## src/rtl/shift_frame_ctrl_pkg.sv

```systemverilog
// Shared types and defaults for the shift frame controller.
package shift_frame_ctrl_pkg;

  localparam int unsigned DEFAULT_WIDTH = 8;

  typedef enum logic [1:0] {
    IDLE  = 2'd0,
    SHIFT = 2'd1,
    DONE  = 2'd2
  } state_t;

endpackage

```

## src/rtl/shift_reg_load.sv

```systemverilog
// Parallel-load shift register: serial in at the MSB, serial out from bit 0.
module shift_reg_load
  import shift_frame_ctrl_pkg::*;
#(
  parameter int unsigned WIDTH = DEFAULT_WIDTH
) (
  input  logic             clk,
  input  logic             reset,
  input  logic             load,
  input  logic [WIDTH-1:0] load_data,
  input  logic             shift_en,
  input  logic             sin,
  output logic             sout,
  output logic [WIDTH-1:0] q
);

  logic [WIDTH-1:0] shreg_q;

  // Load wins over shift; the controller never asserts both together.
  always_ff @(posedge clk) begin
    if (reset) begin
      shreg_q <= '0;
    end else if (load) begin
      shreg_q <= load_data;
    end else if (shift_en) begin
      shreg_q <= {sin, shreg_q[WIDTH-1:1]};
    end
  end

  assign sout = shreg_q[0];
  assign q    = shreg_q;

endmodule

```

## src/rtl/shift_frame_ctrl.sv

```systemverilog
// LSB-first serial frame engine: loads a word, shifts WIDTH bits out/in, reports the received word.
module shift_frame_ctrl
  import shift_frame_ctrl_pkg::*;
#(
  parameter int unsigned WIDTH = DEFAULT_WIDTH
) (
  input  logic             Clock,
  input  logic             reset,
  input  logic             start,
  input  logic [WIDTH-1:0] tx_data,
  input  logic             Sin,
  output logic             Sout,
  output logic             busy,
  output logic             done,
  output logic [WIDTH-1:0] rx_data,
  output logic             shift_en
);

  localparam int unsigned CntW = $clog2(WIDTH + 1);

  state_t           state_q, state_d;
  logic [CntW-1:0]  cnt_q, cnt_d;
  logic [WIDTH-1:0] rx_q, rx_d;
  logic [WIDTH-1:0] shreg;
  logic             load;
  logic             shift;

  shift_reg_load #(
    .WIDTH (WIDTH)
  ) u_shift_reg_load (
    .clk       (Clock),
    .reset     (reset),
    .load      (load),
    .load_data (tx_data),
    .shift_en  (shift),
    .sin       (Sin),
    .sout      (Sout),
    .q         (shreg)
  );

  always_ff @(posedge Clock) begin
    if (reset) begin
      state_q <= IDLE;
      cnt_q   <= '0;
      rx_q    <= '0;
    end else begin
      state_q <= state_d;
      cnt_q   <= cnt_d;
      rx_q    <= rx_d;
    end
  end

  always_comb begin
    state_d = state_q;
    cnt_d   = cnt_q;
    rx_d    = rx_q;
    load    = 1'b0;
    shift   = 1'b0;
    unique case (state_q)
      IDLE: begin
        if (start) begin
          load    = 1'b1;
          cnt_d   = '0;
          state_d = SHIFT;
        end
      end
      SHIFT: begin
        shift = 1'b1;
        cnt_d = cnt_q + CntW'(1);
        // Final shift: capture the word as it will look after this edge.
        if (cnt_q == CntW'(WIDTH - 1)) begin
          state_d = DONE;
          rx_d    = {Sin, shreg[WIDTH-1:1]};
        end
      end
      DONE: begin
        state_d = IDLE;
      end
      default: begin
        state_d = IDLE;
      end
    endcase
  end

  assign busy     = (state_q != IDLE);
  assign done     = (state_q == DONE);
  assign shift_en = (state_q == SHIFT);
  assign rx_data  = rx_q;

endmodule

```

## config.mk

```make
export PLATFORM = sky130hd
export DESIGN_NAME = shift_frame_ctrl
export DESIGN_NICKNAME = d
export VERILOG_FILES = /design/src/rtl/shift_frame_ctrl_pkg.sv /design/src/rtl/shift_reg_load.sv /design/src/rtl/shift_frame_ctrl.sv
export SDC_FILE = /design/constraint.sdc
export NUM_CORES = 1
export LEC_CHECK = 0
export CAP_MARGIN = 10
export CORE_ASPECT_RATIO = 1.1
export CORE_MARGIN = 2
export CORE_UTILIZATION = 45
export DETAILED_ROUTE_END_ITERATION = 8
export PLACE_DENSITY = 0.71
export SYNTH_ARGS = -nofsm -noshare
export SYNTH_HDL_FRONTEND = slang
export SYNTH_SLANG_ARGS = --single-unit
export TNS_END_PERCENT = 5
```

## constraint.sdc

```tcl
create_clock -name Clock -period 1.44 [get_ports Clock]
set_input_delay 0.432 -clock Clock [delete_from_list [all_inputs] [get_ports Clock]]
set_output_delay 0.432 -clock Clock [all_outputs]
set_load 0.01 [all_outputs]
```

==> results of run 1 <==
## power by group
group | total, W | switching [W] | internal [W] | leakage [nW]
Sequential | 0.000658 | 0.0000220 | 0.000636 | 0.180
Clock | 0.000337 | 0.000182 | 0.000154 | 0.0210
Combinational | 0.000215 | 0.0000985 | 0.000117 | 0.382
Total | 0.00121 | 0.000303 | 0.000907 | 0.583
## synthesized netlist by cell type, types with 2 or more instances
cell,count
nor2b_1,2
inv_1,2
dfxtp_1,22
buf_2,2
a21oi_1,11
a211oi_1,5
clkbuf_1,2
buf_4,2
nand3b_1,3
nand2_1,9
nand2b_1,14
mux2i_1,8
nor2_1,12
buf_6,2
## metal layers
metal  wire (µm)  global-route usage [%]  part of all wire [%]  up-vias
met5           0                       0                     0        -
met4          63                   12.50                   2.7        0
met3         102                   2.732                   4.5        8
met2        1132                   32.24                    49       31
met1         994                   21.54                    43      422
li1            -                       -                     -      465
## repair_timing
item | in CTS | in global routing
cloned | 0 | 0
setup buffers | 1 | 2
endpoints found under the setup margin | 14 | 10
pin swaps | 0 | 1
gates resized for setup | 24 | 5
hold endpoints to repair | 0 | 0
## sequential cells by signal, summed over array words and instances, names as in the netlist
register and flops:
state_q 2, cnt_q 4, u_shift_reg_load.q 8, rx_data 8
## final timing paths
kind | to | slack [ns] | cells after the start
worst min-delay path | rx_data[3] | 0.48 | 2
worst min register to register | rx_data[3] | 0.48 | 2
worst max-delay path | busy | 0.001 | 2
worst max register to register | u_shift_reg_load.q[5] | 0.03 | 5
## per-stage QoR
step | area [µm²] | power, W
6_report | 1421 | 0.001210
5_1_grt | 1421 | 0.001266
4_1_cts | 1373 | 0.001207
3_5_place_dp | 1345 | 0.0008697
3_3_place_gp | 1345 | 0.0008636
2_1_floorplan | 1050 | 0.0007877
## critical path, stage by stage (launching register included)
cell	delay, ns
dfxtp_2	0.35
or2_4	0.24
buf_6	0.12
## final cells by class
| type | count | share of cell area [%] |
|---|---|---|
| clock buffers | 4 | 2.553 |
| inverters | 3 | 0.7923 |
| multi-input cells | 83 | 39.00 |
| flip-flops and latches | 22 | 31.07 |
| well taps | 30 | 2.641 |
| repair buffers | 37 | 23.94 |
## cell families after synthesis
group,Yosys count
flip-flops,22
buffers and inverters,11
AND/OR/NAND/NOR,50
AO/OA/AOI/OAI,23
multiplexers,9
adder cells (fa/ha/maj),1
==> impl_metrics.yaml, run 1 <==
finish:
  layout.nets: 163
  multiInputGateArea_um2: 554.3
  antenna_cells: 0
  layout_common_cells: "21 x dfxtp_1, 14 x nand2b_1, 12 x nor2_1, 12 x buf_4, 11 x a21oi_1"
  syn_to_final_growth_pct: 35.40
  final_cells: 179
  final_common_cell: "dfxtp_1"
  fillers: 186
  drive_gt1_share_pct: 20.81
  register_area_um2: 441.7
  post-route-util_pct: 63.75
global_routing:
  grtUsageTotal_pct: 18.58
  grt_max_degree: 14
  grt_pass1_vias: 901
  overflow: 0
  antenna_found_initial: 0
  grt_pass1_wl_um: 3801
sta:
  slew_viol_final: 0
  setup_ws_ns: 0.001123
  finalSetupViolCount: 0
  rsz0062_at_grt: "yes"
  hold_ws_ns: 0.4768
  fin_setup_tns_ns: 0
  fin_crit_sh_pct: 99.92
  finalHoldViolations: 0
  fin_skew_ns: 0.001949
  tightest_slew_ns: 0.2778
  period_needed_ns: 1.439
  fmax_mhz: 695.0
  slew_headroom_pct: 81.24
clock_tree:
  htreeDepth: 1
  cts_buffers: 3
  clockRootBuffer: "clkbuf_4"
  clock_path_buffers: 2
  clock_latency_ns: 0.30
  cts_sinks: 22
  cts_tree: "done"
  cts.clk_slew.worst_paths_ns: 0.12
  ctsHoldBuffers: 0
place:
  dp_hpwl_um: 1669
  dp_slack_ns: -0.4005
  io_buffers: 23
  gp_congestion: 0.8048
  numPlacedInstances: 172
logic_synthesis:
  syn_area_per_cell_um2: 9.050
  yosys.area.top_type_share_pct: 41.95
  synth_compound_area_share_pct: 14.66
  yosysWarnings: 0
  synthMuxAreaShare_pct: 8.701
  synth-adder-area-share_pct: 1.192
  yosys.area_share.simple_pct: 27.18
  synth_enable_flop_cells: 0
  ys_ff_latch: 22
  synth.largest_area_cell: "dfxtp_1"
  synth_cell_types: 34
  ys_seq_area_share_pct: 41.95
  netlist_area_um2: 1050
  async_reset_ff_share_pct: 0
  syn_nets: 129
  synthFlopType: "dfxtp_1"
  synthTopCellsByArea: "dfxtp_1 42%, nand2b_1 8.3%, mux2i_1 7.6%, a21oi_1 5.2%, nor2_1 4.3%"
  synthCells: 116
  synth_top_family_by_area: "simple AND/OR/NAND/NOR gates"
  synth-xor-area-share_pct: 0
detailed_routing:
  drc: 0
  final_antenna_net_count: 0
  vias_per_cell: 5.173
  drt_iter0_markers: 31
  vias: 926
  wire_per_inst_um: 12.80
  dr.pass1.iters: 4
  finalWirelength_um: 2292
hold_path:
  holdCritStartpoint: "rx_data[3]"
  hold_class: "reg -> reg"
power:
  p_per_area_nw_per_um2: 851.0
  max-vdd-ir-drop_mv: 0.6018
  leakagePower_nw: 0.5831
critical_path:
  critPathLaunchType: "flop"
  worstSetupPathType: "reg -> out"
  cp_data_arrival_time_ns: 1.01
  required_ns: 1.01
  r2r-start: "state_q[0]"
  crit_fanout: 3
  crit_start: "state_q[0]"
  worstSetupEndpointType: "output port"
job:
  drv_cap: 0
die:
  die_area_um2: 2735
  initial_core_util_pct: 47.08
  core_area_um2: 2230
  pin_count: 24
  fp.dieH_um: 54.66
  rows: 18
  die_width_um: 50.05
run_status:
  outcome: "complete, no violations"
(Power assumes the default switching activity.)
==> run 2, diff against run 1 <==
--- a/config.mk
+++ b/config.mk
@@ -5,7 +5,6 @@
 export SDC_FILE = /design/constraint.sdc
 export NUM_CORES = 1
 export LEC_CHECK = 0
-export CAP_MARGIN = 10
 export CORE_ASPECT_RATIO = 1.1
 export CORE_MARGIN = 2
 export CORE_UTILIZATION = 45
==> results of run 2 <==
Same layout as run 1: the final DEF is identical, and so are final timing and power.
